### src/rtl/fifo_frame_reader.sv
// Drains the audio FIFO into fixed-length sop/eop frames with 2-entry skid buffering, 2-cycle read-to-valid latency.
// Stalls reads once buffered+in-flight samples reach 2; DECIM_EN keeps every DECIM-th streamed sample.
module fifo_frame_reader #(
  parameter int DATA_WIDTH = 24,
  parameter int FRAME_LEN  = 1024,
  parameter int CNT_W      = 10,
  parameter int FRAME_GAP  = 0,
  parameter int DECIM      = 2
) (
  input  logic                  CLK_50,
  input  logic                  Clear_in,
  input  logic                  Enable_in,
  input  logic                  Fifo_empty_in,
  input  logic [DATA_WIDTH-1:0] Fifo_data_in,
  output logic                  Fifo_rden_out,
  output logic [DATA_WIDTH-1:0] Src_data_out,
  output logic                  Src_valid_out,
  output logic                  Src_sop_out,
  output logic                  Src_eop_out,
  input  logic                  Sink_ready_in,
  output logic                  Frame_done_out,
  output logic                  Busy_out,
  output logic [15:0]           Frame_cnt_out
);

  localparam int GAP_W = (FRAME_GAP > 0) ? $clog2(FRAME_GAP + 1) : 1;
  localparam logic [CNT_W:0]   REQ_N    = (CNT_W + 1)'(FRAME_LEN);
  localparam logic [CNT_W-1:0] IDX_LAST = CNT_W'(FRAME_LEN - 1);
  localparam logic [GAP_W-1:0] GAP_N    = GAP_W'(FRAME_GAP);
  localparam logic [GAP_W-1:0] GAP_LAST = GAP_W'(FRAME_GAP - 1);

  if (FRAME_LEN < 2 || (1 << CNT_W) < FRAME_LEN || DECIM < 1) begin : g_param_err
    $error("fifo_frame_reader: illegal FRAME_LEN/CNT_W/DECIM");
  end

  typedef enum logic [1:0] {IDLE, STREAM, GAP} state_t;

  state_t                  state, state_nxt;
  logic [1:0]              occ;
  logic                    pend, pend_keep, pend_gap;
  logic [DATA_WIDTH-1:0]   skid_0, skid_1;
  logic [CNT_W-1:0]        idx;
  logic [CNT_W:0]          req_cnt;
  logic [GAP_W-1:0]        gap_req, gap_cnt;
  logic                    pop, push, keep, last_hs, gap_done, rd_region;
  logic [2:0]              fill;

  assign Src_valid_out = (occ != 2'd0);
  assign Src_data_out  = skid_0;
  assign Src_sop_out   = Src_valid_out & (idx == '0);
  assign Src_eop_out   = Src_valid_out & (idx == IDX_LAST);
  assign Busy_out      = (state != IDLE);

  assign pop      = Src_valid_out & Sink_ready_in;
  assign last_hs  = pop & (idx == IDX_LAST);
  assign push     = pend & pend_keep;
  assign gap_done = (state == GAP) & pend & pend_gap & (gap_cnt == GAP_LAST);
  assign fill     = {1'b0, occ} + {2'b0, pend} - {2'b0, pop};

  // Reads are confined to the samples the current frame or gap still needs.
  assign rd_region = ((state == STREAM) && (req_cnt != REQ_N)) ||
                     ((state == GAP) && (gap_req != GAP_N));

`ifdef DECIM_EN
  localparam int PH_W = (DECIM > 1) ? $clog2(DECIM) : 1;
  localparam logic [PH_W-1:0] PH_LAST = PH_W'(DECIM - 1);
  logic [PH_W-1:0] ph;

  always_ff @(posedge CLK_50) begin
    if (Clear_in)
      ph <= '0;
    else if (Fifo_rden_out && (state == STREAM))
      ph <= (ph == PH_LAST) ? '0 : ph + 1'b1;
  end

  assign keep = (ph == '0);
`else
  assign keep = 1'b1;
`endif

  always_comb begin
    state_nxt     = state;
    Fifo_rden_out = 1'b0;
    if (!Clear_in && rd_region && !Fifo_empty_in && (fill < 3'd2))
      Fifo_rden_out = 1'b1;
    case (state)
      IDLE: begin
        if (Enable_in)
          state_nxt = STREAM;
      end
      STREAM: begin
        if (last_hs) begin
          if (FRAME_GAP > 0)
            state_nxt = GAP;
          else if (!Enable_in)
            state_nxt = IDLE;
        end
      end
      GAP: begin
        if (gap_done)
          state_nxt = Enable_in ? STREAM : IDLE;
      end
      default: state_nxt = IDLE;
    endcase
  end

  always_ff @(posedge CLK_50) begin
    if (Clear_in) begin
      state          <= IDLE;
      occ            <= 2'd0;
      pend           <= 1'b0;
      pend_keep      <= 1'b0;
      pend_gap       <= 1'b0;
      skid_0         <= '0;
      skid_1         <= '0;
      idx            <= '0;
      req_cnt        <= '0;
      gap_req        <= '0;
      gap_cnt        <= '0;
      Frame_done_out <= 1'b0;
      Frame_cnt_out  <= 16'd0;
    end else begin
      state     <= state_nxt;
      pend      <= Fifo_rden_out;
      pend_keep <= Fifo_rden_out & (state == STREAM) & keep;
      pend_gap  <= Fifo_rden_out & (state == GAP);

      // Skid buffer: skid_0 is the head presented to the sink.
      case ({push, pop})
        2'b10: begin
          if (occ == 2'd0)
            skid_0 <= Fifo_data_in;
          else
            skid_1 <= Fifo_data_in;
          occ <= occ + 2'd1;
        end
        2'b01: begin
          skid_0 <= skid_1;
          occ    <= occ - 2'd1;
        end
        2'b11: begin
          if (occ == 2'd1) begin
            skid_0 <= Fifo_data_in;
          end else begin
            skid_0 <= skid_1;
            skid_1 <= Fifo_data_in;
          end
        end
        default: ;
      endcase

      if (pop)
        idx <= last_hs ? '0 : idx + 1'b1;

      if (last_hs)
        req_cnt <= '0;
      else if (Fifo_rden_out && (state == STREAM) && keep)
        req_cnt <= req_cnt + 1'b1;

      if (gap_done) begin
        gap_req <= '0;
        gap_cnt <= '0;
      end else begin
        if (Fifo_rden_out && (state == GAP))
          gap_req <= gap_req + 1'b1;
        if (pend && pend_gap)
          gap_cnt <= gap_cnt + 1'b1;
      end

      Frame_done_out <= last_hs;
      if (last_hs)
        Frame_cnt_out <= Frame_cnt_out + 16'd1;
    end
  end

endmodule

### config.mk
export PLATFORM = sky130hd
export DESIGN_NAME = fifo_frame_reader
export DESIGN_NICKNAME = d
export VERILOG_FILES = /design/src/rtl/fifo_frame_reader.sv
export SDC_FILE = /design/constraint.sdc
export NUM_CORES = 1
export LEC_CHECK = 0
export CAP_MARGIN = 40
export CORE_MARGIN = 3
export CORE_UTILIZATION = 58
export CTS_BUF_LIST = sky130_fd_sc_hd__clkbuf_8
export DETAILED_ROUTE_END_ITERATION = 8
export PLACE_DENSITY = 0.93
export SLEW_MARGIN = 25
export SYNTH_ARGS = -nofsm -noshare
export SYNTH_HDL_FRONTEND = slang
export SYNTH_SLANG_ARGS = --single-unit
### constraint.sdc
create_clock -name CLK_50 -period 8 [get_ports CLK_50]
set_input_delay 1.6 -clock CLK_50 [delete_from_list [all_inputs] [get_ports CLK_50]]
set_output_delay 1.6 -clock CLK_50 [all_outputs]
set_load 0.1 [all_outputs]
==> out/results.tsv, run 1 <==
metric	value	unit
outcome	complete, no violations	
dpl hpwl	7390	um
clock power share	20.4	%
WL met3	588	um
simple-gate portion of the synthesized area	26.2	%
num ports	75	
leakage power	0.00199	uW
share of layout cells above drive strength 1	12.9	%
Setup Fix Bufs, Post-CTS	0	
Vert. Die Dim	88.5	um
switching power total	729	uW
vias in the first global route	3922	
Die Width	88.5	um
Vias	4031	
Final Max Tran Viols	0	
# fillers	308	
drt pass-1 iters	7	
synthesized area	0.00395	sq mm
CP startpoint kind	primary input	
Critical Path RT	6.40	ns
Peak VDD IR	0.000267	V
FMAX	159	MHz
post-synthesis cell count	474	
compound-cell area share of the yosys netlist	14.6	%
initial antenna violation count	0	
Internal Dissipation	964	uW
global route overflow	0	
cts hold-fix bufs	0	
largest net degree at the start of global routing	75	
Rows	29	
area grow syn2layout	43.0	%
Max Buffers Root-to-Sink	2	
Avg WL per Cell	16.5	um
die area	0.00783	sq mm
CTS sink count	91	
first-pass GRT wire length	18100	um
FF-to-FF path depth	11	
starting density of the core	61.1	%
cell area power density	300	mW/mm^2
Hold Path Class	reg2reg	
Vias/cell	6.07	
global placement routability congestion	0.897	
initial drt markers	286	
FF+latch count, synth	91	
yosys warns	0	
worst hold path stage count	2	
setup total negative slack	0	ns
ys async rst share	0	%
Logic pwr share	48.2	%
latest clock arrival within the worst-skew pair	0.36	ns
post-synthesis sequential area ratio	46.1	%
highest metal used	met4	
CP Launch Point	Sink_ready_in	
R2R Setup Slk	4.15	ns
DRC Markers	0	
Final setup viols	0	
worst r2r src	occ[1]$_SDFFE_PP0P_	
met2 WL	5790	um
min Tclk post-route	6.28	ns
antenna cells	0	
Post-Synth Adder-Cell Area	3.99	%
part of the power in registers	31.4	%
mux cell area share after synthesis	0.254	%
Max-slew headroom	44.7	%
terminus of the critical flop-to-flop path	req_cnt[10]$_SDFFE_PP0P_	
Core Box Area	0.00646	sq mm
total power	1690	uW
Final Hold Fails	0	
Setup CP Type	in2out	
Slew @ Worst Pin	0.829	ns
largest family of logic cells by synthesized area	simple AND/OR/NAND/NOR gates	
Final nets	623	
clock slew at reported path FFs	0.08	ns
cells resized by post-CTS repair	0	
CTS H-tree lvls	3	
Max Cap Viol	0	
All-Layer GR Usage	29.2	%
CTS Root Cell	clkbuf_8	
Routed met1 length	4190	um
Critical Path Sink	Fifo_rden_out	
Arr. time, crit path	4.68	ns
Avg Inst Size Synth	8.33	sq um
CP endpoint kind	primary output	
sw frac	43.1	%
Unique masters post-synth	40	
Clock Skews	0.00942	ns
post-route ant nets	0	
CP Max Fanout	10	
post-synthesis xor/xnor area fraction	4.22	%
Post-synth EDFFs	0	
CTS tree	built	
synthesized net count	515	
RSZ-0062 raised after global routing	false	
drt total wl	11000	um
Buffers on Ports	74	
Num CTS Buffers	9	
Primary FF master, synth	dfxtp_1	
final worst-path cycle share	78.5	%
-- Yosys cell counts, drive strengths merged, types with 2 or more instances --
cell    count  share of area (%)
a21oi      46                5.8
inv        15                1.4
nor2       53                5.0
clkbuf     23                2.2
dfxtp      91                 46
o21ai      12                1.5
o31ai       6                1.1
xor2        7                1.6
or3        11                1.7
nand3      15                2.0
xnor2      12                2.7
nand4       6               0.95
nor3       29                3.7
and4        3               0.67
nand2      66                6.3
or2         2               0.32
ha         11                3.5
nor4       11                1.7
and3        2               0.32
or4         9                1.8
buf         5               0.82
nand2b      4               0.63
a221oi     24                5.3
-- cell families after synthesis --
family / count (synthesis)
simple gates: 215
buf+inv: 44
fa+ha+maj: 12
flops: 91
mux: 1
compound gates: 92
xor+xnor: 19
-- area by class of cell --
type                            instances  area [sq um]  share of cell area (%)
Clock inverter                          7          98.8                    1.75
Clock buffer                            9           124                    2.19
Tap cell                               77          96.3                    1.71
Multi-Input combinational cell        339          1950                    34.6
Inverter                               16          60.1                    1.06
Timing Repair Buffer                  125          1490                    26.4
Sequential cell                        91          1820                    32.3
-- registers in the layout (all words and copies together), names as in the netlist --
register	count
pend_keep	1
idx	10
req_cnt	11
Frame_cnt_out	16
occ	2
skid_1	24
Frame_done_out	1
Src_data_out	24
state	1
pend	1
-- worst min path at each step --
stage,startpoint,slack [ns],endpoint
2_1_floorplan,skid_1[0]$_SDFFE_PP0P_,0.44,skid_1[0]$_SDFFE_PP0P_
3_3_place_gp,skid_1[19]$_SDFFE_PP0P_,0.44,skid_1[19]$_SDFFE_PP0P_
3_5_place_dp,skid_1[21]$_SDFFE_PP0P_,0.45,skid_1[21]$_SDFFE_PP0P_
4_1_cts,skid_1[23]$_SDFFE_PP0P_,0.46,skid_1[23]$_SDFFE_PP0P_
5_1_grt,skid_1[12]$_SDFFE_PP0P_,0.49,skid_1[12]$_SDFFE_PP0P_
6_report,skid_1[11]$_SDFFE_PP0P_,0.46,skid_1[11]$_SDFFE_PP0P_
-- per-layer routing --
metal / global-route usage [%] / vias to the layer above
met5: 0 / -
met4: 14.3 / 0
met3: 6.33 / 49
met2: 50.6 / 191
met1: 34.2 / 1901
li1: - / 1890
-- power by group through the flow --
stage                     clock network (uW)  logic, uW  registers, uW
final                                    345        815            532
after global routing                     364        852            538
after CTS                                346        807            532
after detailed placement                   0        801            542
after global placement                     0        628            539
after floorplan                            0        209            819
-- per-stage QoR --
step                util (%)  hold WS, ns  worst slack [ns]  std cells  cell area (sq um)
global placement        72.5        0.441              1.84        599               4680
global route            87.4        0.490              1.55        664               5640
floorplan                  -        0.436              1.64        474               3950
detailed placement      83.5        0.450              1.75        646               5400
finish                  87.4        0.464              1.72        664               5640
CTS                     87.0        0.462              1.74        662               5620
-- placed cells by master (no fill, tap or decap), drive strengths merged, types with 3 or more instances in the layout --
cell type and n:
nor2 53, nand2 66, nand4 6, and4 3, a221oi 24, or3 11, clkbuf 9, clkdlybuf4s50 72
nand3 15, nor3 29, o21ai 12, dfxtp 91, buf 53, clkinv 3, o31ai 6, xnor2 12
a21oi 46, ha 11, nor4 11, or4 9, xor2 7, nand2b 4, inv 17
-- critical path, stage by stage --
cell             delay (ns)
clkdlybuf4s50_1        0.46
nand2b_1               0.19
clkinv_1               0.28
ha_1                   0.35
nand2b_1               0.16
fa_1                   0.49
nand4bb_1              0.29
or2_2                  0.44
nor2_1                 0.11
buf_4                  0.29
(Power assumes the default switching activity.)
==> run 2, diff against run 1 <==
--- a/config.mk
+++ b/config.mk
@@ -7,10 +7,10 @@
 export LEC_CHECK = 0
 export CAP_MARGIN = 40
 export CORE_MARGIN = 3
-export CORE_UTILIZATION = 58
+export CORE_UTILIZATION = 54
 export CTS_BUF_LIST = sky130_fd_sc_hd__clkbuf_8
 export DETAILED_ROUTE_END_ITERATION = 8
-export PLACE_DENSITY = 0.93
+export PLACE_DENSITY = 0.87
 export SLEW_MARGIN = 25
 export SYNTH_ARGS = -nofsm -noshare
 export SYNTH_HDL_FRONTEND = slang
==> constraint.sdc (replaced) <==
create_clock -name CLK_50 -period 6 [get_ports CLK_50]
set_input_delay 1.2 -clock CLK_50 [delete_from_list [all_inputs] [get_ports CLK_50]]
set_output_delay 1.2 -clock CLK_50 [all_outputs]
set_load 0.1 [all_outputs]
==> run 2 against run 1 <==
Effect of this change: clock power grew 30%; total power grew 34%; sequential share of layout area shrank 0.28 points; wire length grew 2.6%; critical path type unchanged; largest cell class unchanged; largest power group unchanged.
==> out/results.tsv, run 2 (synthesized netlist as in run 1, its figures left out) <==
metric	value	unit	change
cells resized by post-CTS repair	0		unchanged
drt pass-1 iters	5		was 7
CTS sink count	91		unchanged
area grow syn2layout	44.2	%	was 43.0%
Final nets	622		was 623
Critical Path RT	4.80	ns	was 6.40 ns
leakage power	0.00199	uW	about the same
largest net degree at the start of global routing	74		was 75
CP startpoint kind	primary input		unchanged
met2 WL	5930	um	was 5790 um
CTS Root Cell	clkbuf_8		unchanged
Slew @ Worst Pin	0.757	ns	was 0.829 ns
initial antenna violation count	0		unchanged
post-route ant nets	0		unchanged
CP endpoint kind	primary output		unchanged
Vert. Die Dim	91.5	um	was 88.5 um
global route overflow	0		unchanged
die area	0.00837	sq mm	was 0.00783 sq mm
outcome	complete, no violations		unchanged
FMAX	179	MHz	
initial drt markers	301		was 286
most common cell after layout, fill and taps aside	dfxtp_1		unchanged
placed inst area	0.00545	sq mm	was 0.00540 sq mm
antenna cells	0		unchanged
share of layout cells above drive strength 1	12.6	%	was 12.9%
vias in the first global route	4052		was 3922
Max Cap Viol	0		unchanged
Max Buffers Root-to-Sink	2		unchanged
global placement routability congestion	0.820		was 0.897
Hold Path Class	reg2reg		unchanged
num ports	75		unchanged
highest metal used	met4		unchanged
Final Hold Fails	0		unchanged
Die Width	91.5	um	was 88.5 um
Setup Fix Bufs, Post-CTS	0		unchanged
final worst-path cycle share	93.1	%	
slowest stage delay, CP	0.49	ns	about the same
Setup CP Type	in2out		unchanged
RSZ-0062 raised after global routing	false		unchanged
most frequent cells in the layout	91 x dfxtp_1, 72 x clkdlybuf4s50_1, 66 x nand2_1		unchanged
starting density of the core	56.8	%	was 61.1%
Non-Filler Instances	681		was 664
drt total wl	11200	um	was 11000 um
cts hold-fix bufs	0		unchanged
Final setup viols	0		unchanged
CTS tree	built		unchanged
worst path cell trace	clkdlybuf4s50_1, nand2b_1, clkinv_1, ha_1, nand2b_1, fa_1, nand4bb_1, or2_2, nor2_1, buf_12		was clkdlybuf4s50_1, nand2b_1, clkinv_1, ha_1, nand2b_1, fa_1, nand4bb_1, or2_2, nor2_1, buf_4
Clock Skews	0.0100	ns	was 0.00942 ns
Final Cell Area	0.00569	sq mm	was 0.00564 sq mm
Buffers on Ports	74		unchanged
slowest CP cell	clkdlybuf4s50_1		was fa_1
Vias/cell	5.91		was 6.07
min Tclk post-route	5.59	ns	
dpl cells	664		was 646
Core Box Area	0.00694	sq mm	was 0.00646 sq mm
cell area power density	397	mW/mm^2	was 300 mW/mm^2
clock slew at reported path FFs	0.09	ns	was 0.08 ns
CTS H-tree lvls	3		unchanged
Crit path max-delay family	simple AND/OR/NAND/NOR gates		unchanged
dpl hpwl	7880	um	was 7390 um
Rows	30		was 29
Buffers & Inverters on Critical Path	3		unchanged
total power	2260	uW	was 1690 uW
first-pass GRT wire length	18700	um	was 18100 um
WL met3	614	um	was 588 um
Final Max Tran Viols	0		unchanged
DRC Markers	0		unchanged
CP dominant cell by count	nand2b_1		unchanged
Avg WL per Cell	16.5	um	about the same
latest clock arrival within the worst-skew pair	0.36	ns	about the same
Vias	4026		was 4031
Routed met1 length	4280	um	was 4190 um
CP Max Fanout	10		unchanged
Peak VDD IR	0.000284	V	was 0.000267 V
setup total negative slack	0	ns	unchanged
Num CTS Buffers	9		unchanged
Max-slew headroom	49.5	%	was 44.7%
Arr. time, crit path	4.39	ns	was 4.68 ns
All-Layer GR Usage	27.4	%	was 29.2%
-- run 2: cell types whose count changed in the layout (fill, tap and decap cells not counted) --
cell / change
a21oi_2: -1
clkinvlp_4: +2
inv_6: -2
a21oi_4: +1
buf_4: -1
clkinv_2: -1
buf_8: -2
buf_6: -1
buf_16: +2
buf_12: +1
-- run 2: worst paths after layout --
path	startpoint	end	slack (ns)	cells past startpoint
hold reg to reg	skid_1[11]$_SDFFE_PP0P_	skid_1[11]$_SDFFE_PP0P_	0.46	2
setup / recovery	Sink_ready_in	Fifo_rden_out	0.41	10
setup reg to reg	occ[1]$_SDFFE_PP0P_	req_cnt[10]$_SDFFE_PP0P_	2.03	11
hold / removal	skid_1[11]$_SDFFE_PP0P_	skid_1[11]$_SDFFE_PP0P_	0.46	2
-- run 2: tightest hold or removal path, stage by stage (launching register included) --
cell,delay (ns)
dfxtp_1,0.32
nand2_1,0.05
a21oi_1,0.05
-- run 2: metrics by stage --
step | util, % | hold WS (ns) | setup slack [ns]
finish | 82.0 | 0.461 | 0.412
global route | 82.0 | 0.489 | 0.292
CTS | 81.6 | 0.462 | 0.467
detailed placement | 78.5 | 0.449 | 0.446
global placement | 67.9 | 0.441 | 0.595
floorplan | - | 0.436 | 0.439
-- run 2: routing by layer --
| layer | GRT usage (%) | vias up |
|---|---|---|
| met4 | 14.8 | 0 |
| met5 | 0 | - |
| li1 | - | 1886 |
| met2 | 48.4 | 175 |
| met3 | 4.64 | 43 |
| met1 | 31.1 | 1922 |
-- run 2: area by class of cell --
class / count / area (sq um)
clock inverter: 6 / 91.3
inverter: 16 / 60.1
clock buffer: 9 / 124
timing repair buffer: 124 / 1520
multi-input combinational: 339 / 1960
sequential: 91 / 1820
tap: 96 / 120
fill: 388 / 1250
-- run 2: power breakdown --
part | switching, uW | total [uW] | internal [uW]
registers | 42.4 | 711 | 668
clock network | 214 | 447 | 233
logic | 715 | 1100 | 388
